==> src/rtl/standby_led_ng.sv <==
// -----------------------------------------------------------------------------
// standby_led_ng
//   Parametrised LED status driver for the dice game. Shows an idle chase,
//   per-player score bars, a blinking final-round bar display and a blinking
//   winner display, all paced by an internal animation tick.
//
//   Optional feature macro: STANDBY_PWM_EN
//     defined   -> the IDLE chase is dimmed by a free-running 4-bit PWM
//                  counter (on while pwm_cnt < PWM_DUTY).
//     undefined -> IDLE runs at full brightness; PWM_DUTY is ignored.
//
// Parameters
//   LED_W     number of LEDs (even, >= 4); each player owns LED_W/2
//   SCORE_W   width of each score input
//   TICK_DIV  clk cycles per animation tick (>= 2)
//   PWM_DUTY  idle on-slots out of 16 (1..16), PWM build only
//
// Ports
//   clk        system clock, rising edge
//   rst        synchronous active-high reset
//   times      round in progress
//   is_final   current round is the final round
//   is_finish  game over (highest priority)
//   score1     player 1 score, unsigned
//   score2     player 2 score, unsigned
//   rgb_led    registered LED drive, 1 = on
//   winner     registered: 00 none, 01 P1, 10 P2, 11 tie (FINISH only)
// -----------------------------------------------------------------------------
module standby_led_ng #(
  parameter int LED_W    = 16,
  parameter int SCORE_W  = 4,
  parameter int TICK_DIV = 25_000_000,
  parameter int PWM_DUTY = 4
) (
  input  logic               clk,
  input  logic               rst,
  input  logic               times,
  input  logic               is_final,
  input  logic               is_finish,
  input  logic [SCORE_W-1:0] score1,
  input  logic [SCORE_W-1:0] score2,
  output logic [LED_W-1:0]   rgb_led,
  output logic [1:0]         winner
);

  localparam int HALF  = LED_W / 2;
  localparam int CNT_W = (TICK_DIV > 2) ? $clog2(TICK_DIV) : 1;
  localparam int POS_W = $clog2(LED_W);

  // Elaboration-time parameter sanity checks.
  if ((LED_W % 2) != 0 || LED_W < 4) begin : g_bad_led_w
    $error("standby_led_ng: LED_W must be even and >= 4");
  end
  if (TICK_DIV < 2) begin : g_bad_tick_div
    $error("standby_led_ng: TICK_DIV must be >= 2");
  end
  if (PWM_DUTY < 1 || PWM_DUTY > 16) begin : g_bad_pwm_duty
    $error("standby_led_ng: PWM_DUTY must be in 1..16");
  end

  typedef enum logic [1:0] {
    ST_IDLE   = 2'd0,
    ST_ROUND  = 2'd1,
    ST_FINAL  = 2'd2,
    ST_FINISH = 2'd3
  } state_t;

  state_t             r_state;
  logic [CNT_W-1:0]   r_tick_cnt;
  logic               r_phase;
  logic [POS_W-1:0]   r_pos;
  logic [SCORE_W-1:0] r_score1;
  logic [SCORE_W-1:0] r_score2;
  logic [SCORE_W-1:0] r_lat1;
  logic [SCORE_W-1:0] r_lat2;

  state_t             w_next_state;
  logic               w_state_chg;
  logic               w_tick;
  logic               w_pwm_on;
  logic [1:0]         w_winner;
  logic [LED_W-1:0]   w_chase;
  logic [LED_W-1:0]   w_finish_leds;

  // Score bars: player 1 fills upward from bit 0, player 2 fills downward
  // from the top bit. Comparing against the bit index saturates naturally
  // at HALF.
  function automatic logic [LED_W-1:0] bar(input logic [SCORE_W-1:0] s1,
                                           input logic [SCORE_W-1:0] s2);
    logic [LED_W-1:0] v;
    v = '0;
    for (int i = 0; i < HALF; i++) begin
      v[i]           = (32'(s1) > 32'(i));
      v[LED_W-1-i]   = (32'(s2) > 32'(i));
    end
    return v;
  endfunction

  // NOTE: every signal written in always_comb gets a default first, so no
  // path can leave it unassigned and infer a latch.
  always_comb begin
    w_next_state = ST_IDLE;
    if (is_finish)            w_next_state = ST_FINISH;
    else if (times && is_final) w_next_state = ST_FINAL;
    else if (times)           w_next_state = ST_ROUND;
  end

  assign w_state_chg = (w_next_state != r_state);
  assign w_tick      = (r_tick_cnt == CNT_W'(TICK_DIV - 1));
  assign w_chase     = LED_W'(1) << r_pos;

  always_comb begin
    w_winner = 2'b11;
    if (r_lat1 > r_lat2)      w_winner = 2'b01;
    else if (r_lat2 > r_lat1) w_winner = 2'b10;
  end

  always_comb begin
    w_finish_leds = '1;
    if (w_winner == 2'b01)      w_finish_leds = {{HALF{1'b0}}, {HALF{1'b1}}};
    else if (w_winner == 2'b10) w_finish_leds = {{HALF{1'b1}}, {HALF{1'b0}}};
  end

`ifdef STANDBY_PWM_EN
  logic [3:0] r_pwm_cnt;

  always_ff @(posedge clk) begin
    if (rst) r_pwm_cnt <= '0;
    else     r_pwm_cnt <= r_pwm_cnt + 4'd1;
  end

  assign w_pwm_on = ({1'b0, r_pwm_cnt} < 5'(PWM_DUTY));
`else
  assign w_pwm_on = 1'b1;
`endif

  // Mode/animation registers are updated from the inputs at edge k; the
  // LED and winner registers are derived from those registers, so every
  // input effect reaches the outputs at edge k+1. Scores are registered
  // alongside the state to keep that two-stage latency uniform.
  // NOTE: sequential state uses non-blocking assignments only, so every
  // register sees the pre-edge value of every other register.
  always_ff @(posedge clk) begin
    if (rst) begin
      r_state    <= ST_IDLE;
      r_tick_cnt <= '0;
      r_phase    <= 1'b0;
      r_pos      <= '0;
      r_score1   <= '0;
      r_score2   <= '0;
      r_lat1     <= '0;
      r_lat2     <= '0;
      rgb_led    <= '0;
      winner     <= 2'b00;
    end else begin
      r_state  <= w_next_state;
      r_score1 <= score1;
      r_score2 <= score2;

      if (w_state_chg) begin
        // Restart the animation so every mode begins in phase.
        r_tick_cnt <= '0;
        r_phase    <= 1'b0;
        r_pos      <= '0;
        if (w_next_state == ST_FINISH) begin
          r_lat1 <= score1;
          r_lat2 <= score2;
        end
      end else if (w_tick) begin
        r_tick_cnt <= '0;
        r_phase    <= ~r_phase;
        r_pos      <= (r_pos == POS_W'(LED_W - 1)) ? '0 : r_pos + POS_W'(1);
      end else begin
        r_tick_cnt <= r_tick_cnt + CNT_W'(1);
      end

      unique case (r_state)
        ST_IDLE:   rgb_led <= w_pwm_on ? w_chase : '0;
        ST_ROUND:  rgb_led <= bar(r_score1, r_score2);
        ST_FINAL:  rgb_led <= r_phase ? '0 : bar(r_score1, r_score2);
        ST_FINISH: rgb_led <= r_phase ? '0 : w_finish_leds;
        default:   rgb_led <= '0;
      endcase

      winner <= (r_state == ST_FINISH) ? w_winner : 2'b00;
    end
  end

endmodule

==> config.mk <==
export PLATFORM = sky130hd
export DESIGN_NAME = standby_led_ng
export DESIGN_NICKNAME = d
export VERILOG_FILES = /design/src/rtl/standby_led_ng.sv
export SDC_FILE = /design/constraint.sdc
export NUM_CORES = 1
export LEC_CHECK = 0
export BUFFER_PORTS_ARGS = -buffer_cell sky130_fd_sc_hd__buf_2
export CAP_MARGIN = 20
export CORE_AREA = 10 10 80 82
export CTS_BUF_LIST = sky130_fd_sc_hd__clkbuf_2 sky130_fd_sc_hd__clkbuf_4 sky130_fd_sc_hd__clkbuf_8
export DETAILED_ROUTE_END_ITERATION = 8
export DIE_AREA = 0 0 90 92
export PLACE_DENSITY = 0.88
export SLEW_MARGIN = 15
export SYNTH_ARGS = -nofsm -noshare
export SYNTH_HDL_FRONTEND = slang
export SYNTH_SLANG_ARGS = --single-unit
==> constraint.sdc <==
create_clock -name clk -period 2.2 [get_ports clk]
set_input_delay 0.33 -clock clk [delete_from_list [all_inputs] [get_ports clk]]
set_output_delay 0.33 -clock clk [all_outputs]
set_load 0.01 [all_outputs]
== Word level (Yosys, flattened, before mapping) ==
Cells that the tools add are included.

* Input port bits: 13
* Output and inout port bits: 18
* Register bits after elaboration: 66

* Multiplexer cells: 11
* Bitwise logic cells: 2
* $add $sub $neg: 2
* Reduce and logical (&&, ||, !) cells: 6
* Magnitude comparators: 18
* Shift operators: 1
* Equal/unequal tests: 9

{| class="wikitable"
|+ Operators by type and width
! operator !! number
|-
| case mux 16 bit (4 select lines) || 1
|-
| 2-to-1 mux 16 bit || 3
|-
| greater-than comparator 4 x 3 -> 1 bit, second input constant || 8
|-
| adder 25 x 1 -> 25 bit, second input constant || 1
|-
| == test 25 bit, second input constant || 1
|-
| greater-than comparator 4 x 1 -> 1 bit, second input constant || 4
|-
| greater-than comparator 4 x 2 -> 1 bit, second input constant || 4
|-
| << shifter 1 x 4 -> 16 bit, first input constant || 1
|-
| == test 2 bit, second input constant || 4
|-
| greater-than comparator 4 bit || 2
|-
| 2-to-1 mux 8 bit || 1
|-
| 2-to-1 mux 2 bit || 3
|-
| adder 4 x 1 -> 4 bit, second input constant || 1
|-
| == test 2 x 1 -> 1 bit, second input constant || 2
|-
| == test 4 bit, second input constant || 1
|-
| 2-to-1 mux 4 bit || 1
|-
| OR reduction 2 bit || 2
|-
| OR reduction 3 bit || 1
|-
| logical NOT 2 bit || 1
|-
| 2-to-1 mux 1 bit || 2
|-
| inequality test 2 bit || 1
|-
| inverter 1 bit || 2
|-
| AND reduction 2 bit || 1
|-
| logical AND 1 bit || 1
|}

== Longest topological paths before layout ==
Gate-level depths: netlist (run 1).

* Depth in word-level cells: 8
* Gate-level depth with buffers: 8
* Depth with buffers taken out: 7

== Worst setup path before layout (run 1) ==
No wires, ideal clock.

* Path kind: register -> register
* From: register r_tick_cnt[18]
* To: register r_tick_cnt[2]
* Arrival: 1.685 ns
* Path buffers: 2
* Cell stages (with the launch flop): 8
* Required time: 2.085 ns
* Setup slack: 0.401 ns
* Period minus slack after synthesis: 1.799 ns
* Cell sequence: dfxtp_1 > nand2_1 > or4_4 > nor4_4 > or2_1 > buf_6 > buf_8 > nor2_1

* Word-level cells in the longest chain between the ends: 2

{| class="wikitable"
|+ Ends and longest elaborated chain
! item !! RTL line !! source
|-
| from (decl) || 69 || <nowiki>logic [CNT_W-1:0] r_tick_cnt;</nowiki>
|-
| from (signal assigned) || 174 || <nowiki>r_tick_cnt <= r_tick_cnt + CNT_W'(1);</nowiki>
|-
| == test 25 bit || 109 || <nowiki>assign w_tick = (r_tick_cnt == CNT_W'(TICK_DIV - 1));</nowiki>
|-
| OR reduction 3 bit (no source line) || -- ||
|}

No other way between the ends.
A chain may end at the register's enable or synchronous reset.

== Worst setup path after layout (run 1) ==
* From: register r_lat1[1]
* To: register rgb_led[10]

* Word-level cells in the longest chain between the ends: 7
* Elaborated cells on any way between the ends: 8

{| class="wikitable"
|+ Ends and longest elaborated chain
! item !! RTL line !! source
|-
| from (decl) || 74 || <nowiki>logic [SCORE_W-1:0] r_lat1;</nowiki>
|-
| from (signal assigned) || 166 || <nowiki>r_lat1 <= score1;</nowiki>
|-
| greater-than comparator 4 bit || 115 || <nowiki>else if (r_lat2 > r_lat1) w_winner = 2'b10;</nowiki>
|-
| 2-to-1 mux 1 bit || 115 ||
|-
| 2-to-1 mux 2 bit (*) || 114 || <nowiki>if (r_lat1 > r_lat2) w_winner = 2'b01;</nowiki>
|-
| == test 2 x 1 -> 1 bit (*) || 120 || <nowiki>if (w_winner == 2'b01) w_finish_leds = {{HALF{1'b0}}, {HALF{1'b1}}};</nowiki>
|-
| 2-to-1 mux 16 bit (*) || 120 ||
|-
| 2-to-1 mux 16 bit (*) || 181 || <nowiki>ST_FINISH: rgb_led <= r_phase ? '0 : w_finish_leds;</nowiki>
|-
| case mux 16 bit (4 select lines) (*) || 177 || <nowiki>unique case (r_state)</nowiki>
|-
| to (signal assigned) || 178 || <nowiki>ST_IDLE: rgb_led <= w_pwm_on ? w_chase : '0;</nowiki>
|-
| to (signal assigned) || 179 || <nowiki>ST_ROUND: rgb_led <= bar(r_score1, r_score2);</nowiki>
|-
| to (signal assigned) || 181 ||
|-
| to (decl) || 42 || <nowiki>output logic [LED_W-1:0] rgb_led,</nowiki>
|}

Mark *: on every way between the ends. The rest lies on a longest branch, timed or not.

==> impl_metrics.ini, run 1 <==
[setup_path]
worstPathRequired_ns = 2.40
critPathCaptureType = flip-flop
critPathArrivalTime_ns = 2.25
path_class = flip-flop to flip-flop
r2r_cells = 7
cp-start-kind = flip-flop
r2r_setup_slack_ns = 0.15
r2r_end = rgb_led[10]$_SDFF_PP0_
path_max_fanout = 4
r2r_start = r_lat1[1]$_SDFFE_PP0P_

[grt]
grt_start_max_net_pins = 37
grt_overflow = 0
grt_pass1_vias = 2301
grt_util_all_layers_pct = 15.38
grt_pass1_wl_um = 10470
antenna_found_initial = 0

[sta]
finalSetupViolCount = 0
tightest_slew_ns = 0.5869
relSlewSlack_pct = 60.79
hold-worst-slack_ns = 0.2149
min_period_ns = 2.048
timing.fmax_mhz = 488.2
slew_violations = 0
grt_setup_unrepaired = false
hold_viol = 0
fin_crit_sh_pct = 93.10
finalSetupTns_ns = 0
fin_skew_ns = 0.008764

[synth]
yosys.area_share.simple_pct = 23.66
synth_seq_cells = 66
synth_top_family_by_area = simple AND/OR/NAND/NOR gates
synthTopCellsByArea = dfxtp_1 47%, nand2_1 4.9%, nor2_1 4.9%
syn_inst = 317
syn_area_mm2 = 0.002840
synth_fa_ha_area_share_pct = 4.846
synth-compound-area-share_pct = 12.47
synth_edf_count = 0
synth-async-reset-ratio_pct = 0
synth_most_common_cell = dfxtp_1
ys_warn_count = 0
synthTopCellsByCount = 66 x dfxtp_1, 37 x nand2_1, 37 x nor2_1, 22 x a21oi_1, 17 x nand3_1
synth_top_area_cell = dfxtp_1
synth_ff_type = dfxtp_1
synth_area_per_cell_um2 = 8.960
synth.distinct_cells = 43
seq_area_frac_synth_pct = 46.52
syn_nets = 341
synth_top_area_share_pct = 46.52
synth_xor_area_share_pct = 7.093
synth.area.mux_share_pct = 1.454

[clocking]
cts_buffers = 9
h-tree-depth = 3
cts_repair_resize_count = 0
clk_latency_ns = 0.34
cts_tree = yes
cts_setup_buffers = 0
clockRootBuffer = clkbuf_8
clkSinkCount = 66
clk_path_buf_depth = 2
cts.hold.buffers_added = 0
clkSlewWorstSetupHoldPaths_ns = 0.07

[floorplanning]
die_w_um = 90
num_rows = 26
ios = 31
dieArea_mm2 = 0.008280
die_h_um = 92
start_util_pct = 57.82
coreArea_mm2 = 0.004912

[placement]
hpwl_um = 4179
io_buffers = 30
globalplace.congestion = 0.8986

[drt]
dr.pass1.iters = 5
avgRoutedWirePerCell_um = 14.63
vias = 2382
first_iter_violations = 259
drcViolationCount = 0
wl_um = 6201
routed_via_density = 5.618
ant_nets = 0

[finish]
syn_to_final_growth_pct = 14.19
fin_nets = 373
final_layout_size_suffix_gt1_share_pct = 15.25
fin_util_pct = 66.02
n_antenna_cell = 0
fillers = 388

[min_path]
min_from = score2[3]
hp-class = input port to flip-flop
hold_path_depth = 2
holdPathEnd = r_score2[3]$_SDFF_PP0_

[outcome]
outcome = finished clean

[power]
ir_worst_vdd_mv = 0.5051
p_leak_nw = 1.230
powerDensity_mw_per_mm2 = 790.0

[flow_run]
drv_cap = 0
## worst max-delay path: stages, from the launching register on
cell and delay, ns:
dfxtp_1 0.34, inv_1 0.04, ha_1 0.29, nor2b_1 0.13, o21ai_0 0.36, nand2_1 0.18, a22oi_1 0.42, a21oi_1 0.14
## cells by family after synthesis
kind of cell	after synthesis
buffers and inverters	22
adders and majority gates	11
AOI/OAI and AO/OA	56
muxes	4
and+or+nand+nor	135
DFF	66
xor gates and xnor gates	23
## cells in the final DEF (no fill, tap or decap), drive strengths merged, types with 2 or more instances in the layout
cell type | synthesis | routed
clkinv | 0 | 3
o31ai | 2 | 2
nand3 | 17 | 17
mux2i | 3 | 3
nor2 | 37 | 37
a31oi | 8 | 8
and3 | 6 | 6
clkbuf | 9 | 11
a22oi | 3 | 3
o21a | 2 | 2
xnor2 | 8 | 8
or4 | 2 | 2
inv | 10 | 10
buf | 3 | 33
a32oi | 3 | 3
nor4 | 3 | 3
nor2b | 9 | 9
nor3 | 3 | 3
dfxtp | 66 | 66
a41oi | 3 | 3
bufinv | 0 | 2
and2 | 4 | 4
ha | 11 | 11
and4 | 2 | 2
nand2 | 37 | 37
nor3b | 2 | 2
xor2 | 15 | 15
nand4 | 9 | 9
nor4b | 2 | 2
o21ai | 6 | 6
a21oi | 22 | 22
## metal layers
metal  track usage (%)  routed length (um)  vias to the layer above
met3             4.482                 502                       22
met5                 0                   0                        -
met2             25.36                2881                      108
met1             17.33                2618                     1083
li1                  -                   -                     1169
met4             9.284                 198                        0
## registers in the layout, summed over array words and instances (netlist names)
signal / count
winner: 2
r_pos: 4
r_score2: 4
r_phase: 1
r_lat1: 4
r_state: 2
r_score1: 4
r_lat2: 4
rgb_led: 16
r_tick_cnt: 25
## metrics by stage
step / worst slack, ns / total power, mW / area [um2] / instances
5_1_grt: 0.05097 / 2.649 / 3243 / 424
4_1_cts: 0.09470 / 2.569 / 3243 / 424
3_5_place_dp: 0.1117 / 1.469 / 3025 / 408
2_1_floorplan: 0.4006 / 1.412 / 2840 / 317
6_report: 0.1517 / 2.562 / 3243 / 424
3_3_place_gp: 0.2161 / 1.462 / 3025 / 408
## cell type report
type | count | area, um2 | share of cell area (%)
clock inverters | 5 | 78.83 | 2.431
multi-input cells | 229 | 1406 | 43.36
well taps | 70 | 87.58 | 2.701
flip-flops and latches | 66 | 1321 | 40.74
inverters | 10 | 37.54 | 1.157
clock buffers | 11 | 138.9 | 4.282
repair buffers | 33 | 172.7 | 5.324
## report_power, final
part           internal (mW)  switching [mW]  total (mW)  leakage [nW]
Sequential              1.24          0.0273        1.26         0.538
Combinational         0.0721           0.113       0.185         0.577
Clock                  0.661           0.452        1.11         0.114
Total                   1.97           0.592        2.56          1.23
## worst max path at each step
stage,from,endpoint,slack (ns),depth (start not counted)
after floorplan,r_tick_cnt[18]$_SDFF_PP0_,r_tick_cnt[2]$_SDFF_PP0_,0.40,7
after global placement,r_tick_cnt[18]$_SDFF_PP0_,r_tick_cnt[14]$_SDFF_PP0_,0.22,5
after detailed placement,r_tick_cnt[0]$_SDFF_PP0_,r_tick_cnt[18]$_SDFF_PP0_,0.11,5
after CTS,r_tick_cnt[0]$_SDFF_PP0_,r_tick_cnt[18]$_SDFF_PP0_,0.09,5
after global routing,r_lat1[1]$_SDFFE_PP0P_,rgb_led[9]$_SDFF_PP0_,0.05,7
final,r_lat1[1]$_SDFFE_PP0P_,rgb_led[10]$_SDFF_PP0_,0.15,7
No activity file was read; power rests on OpenSTA's default activity.
==> run 2, diff against run 1 <==
==> constraint.sdc (replaced) <==
create_clock -name clk -period 1.95 [get_ports clk]
set_input_delay 0.2925 -clock clk [delete_from_list [all_inputs] [get_ports clk]]
set_output_delay 0.2925 -clock clk [all_outputs]
set_load 0.01 [all_outputs]
==> run 2 against run 1 <==
- sequential cell count unchanged
- global-route usage down 0.87 points
- clock skew down 0.0018 ns
- routed wire length down 3.7%
- combinational power up 19%
- clock power up 12%
- critical path depth down 1
- largest power group unchanged
- clock-buffer cell count down 2
- core utilization up 0.79 points
- register-to-register slack worse by 0.05 ns
==> impl_metrics.ini, run 2 (synthesis results as in run 1) <==
[clocking]
h-tree-depth = 3
clockRootBuffer = clkbuf_8
cts_repair_resize_count = 0
cts_tree = yes
clkSlewWorstSetupHoldPaths_ns = 0.07
clk_path_buf_depth = 2
clkSinkCount = 66
cts_setup_buffers = 0
cts_buffers = 9
clk_latency_ns = 0.34
cts.hold.buffers_added = 0

[drt]
wl_um = 5974
vias = 2388
ant_nets = 0
avgRoutedWirePerCell_um = 13.99
drcViolationCount = 0
routed_via_density = 5.593
dr.pass1.iters = 4
first_iter_violations = 209

[finish]
largest_register_ffs = 25
fin_area_mm2 = 0.003282
top_regs = r_tick_cnt x25, rgb_led x16
syn_to_final_growth_pct = 15.55
final_common_cell = dfxtp_1
fin_nets = 376
top_register = r_tick_cnt
final_layout_size_suffix_gt1_share_pct = 16.81
n_antenna_cell = 0
final_cell_mix = 66 x dfxtp_1, 37 x nor2_1, 37 x nand2_1, 30 x buf_2, 21 x a21oi_1

[floorplanning]
die_w_um = 90
die_h_um = 92
ios = 31
start_util_pct = 57.82
dieArea_mm2 = 0.008280
coreArea_mm2 = 0.004912
num_rows = 26

[power]
powerDensity_mw_per_mm2 = 877.1
power_frac_comb_pct = 7.7
p_clk_share_pct = 42.9
p_switching_mw = 0.6818
internal_power_mw = 2.197
switching_share_pct = 23.69
p_leak_nw = 1.233
ir_worst_vdd_mv = 0.6026
p_seq_share_pct = 49.4

[min_path]
min_from = score2[1]
hp-class = input port to flip-flop

[setup_path]
cp-start-kind = flip-flop
cpMaxStageDelayCell = or4_4
worstPathRequired_ns = 2.20
critPathCaptureType = flip-flop
r2r_start = r_tick_cnt[9]$_SDFF_PP0_
worstPathCellList = nand4b_1 > or4_4 > nor4_4 > buf_4 > a41oi_1 > a311oi_1
path_class = flip-flop to flip-flop
crit_start = r_tick_cnt[9]$_SDFF_PP0_
path_max_fanout = 6
slowest_delay_ns = 0.44
critPathArrivalTime_ns = 2.10

[sta]
fin_crit_sh_pct = 94.74
timing.fmax_mhz = 541.3
tightest_slew_ns = 0.5620
slew_violations = 0
fin_skew_ns = 0.006956
hold_viol = 0
min_period_ns = 1.847
relSlewSlack_pct = 62.19
finalSetupViolCount = 0
finalSetupTns_ns = 0
grt_setup_unrepaired = false
hold-worst-slack_ns = 0.1777

[grt]
grt_overflow = 0
antenna_found_initial = 0
grt_start_max_net_pins = 37
grt_pass1_vias = 2242
grt_pass1_wl_um = 9901
grt_util_all_layers_pct = 14.51

[flow_run]
drv_cap = 0

[placement]
io_buffers = 30
place_area_mm2 = 0.003048
hpwl_um = 4191
globalplace.congestion = 0.9024

[outcome]
outcome = finished clean
==> run 2: stage by stage <==
step                      setup WS, ns  std cells  power [mW]  utilization [%]
final                           0.1025        427       2.878            66.81
after detailed placement        0.1221        411       1.665            62.05
after global routing           0.01206        427       2.969            66.81
after global placement          0.1841        411       1.655            62.05
after CTS                      0.05783        427       2.888            66.48
after floorplan                 0.1506        317       1.593                -
==> run 2: power groups by stage <==
stage / registers, mW / logic (mW) / clock network [mW]
6_report: 1.42 / 0.221 / 1.24
5_1_grt: 1.43 / 0.247 / 1.30
4_1_cts: 1.42 / 0.217 / 1.25
3_5_place_dp: 1.45 / 0.214 / 0
3_3_place_gp: 1.45 / 0.206 / 0
2_1_floorplan: 1.46 / 0.137 / 0
==> run 2: worst paths after layout <==
path                                                to  slack (ns)  depth (start not counted)
worst max-delay path             r_pos[3]$_SDFFE_PP0P_        0.10                          6
worst min-delay path            r_score2[1]$_SDFF_PP0_        0.18                          2
worst max register to register   r_pos[3]$_SDFFE_PP0P_        0.10                          6
worst min register to register  r_lat2[0]$_SDFFE_PP0P_        0.46                          2
==> run 2: layout make-up <==
class	count	area, um2
fill	370	1630
multi-input combinational	229	1423
sequential	66	1321
timing repair buffer	36	195.2
clock buffer	9	123.9
clock inverter	7	93.84
tap	70	87.58
inverter	10	37.54
==> run 2: worst max-delay path, delay by kind of cell, from the launching register on <==
| kind | cells | cell delay (ns) |
|---|---|---|
| buffers and inverters | 1 | 0.20 |
| AND/OR/NAND/NOR | 3 | 0.80 |
| flip-flops | 1 | 0.35 |
| AO/OA/AOI/OAI | 2 | 0.41 |
==> run 2: routing by layer <==
metal	part of all wire (%)	routed length [um]	GRT usage (%)	up-vias
met5	0	0	0	-
met4	2.3	140	8.355	0
met3	6.4	385	4.482	12
met2	47	2830	23.31	87
met1	44	2618	16.86	1113
li1	-	-	-	1176
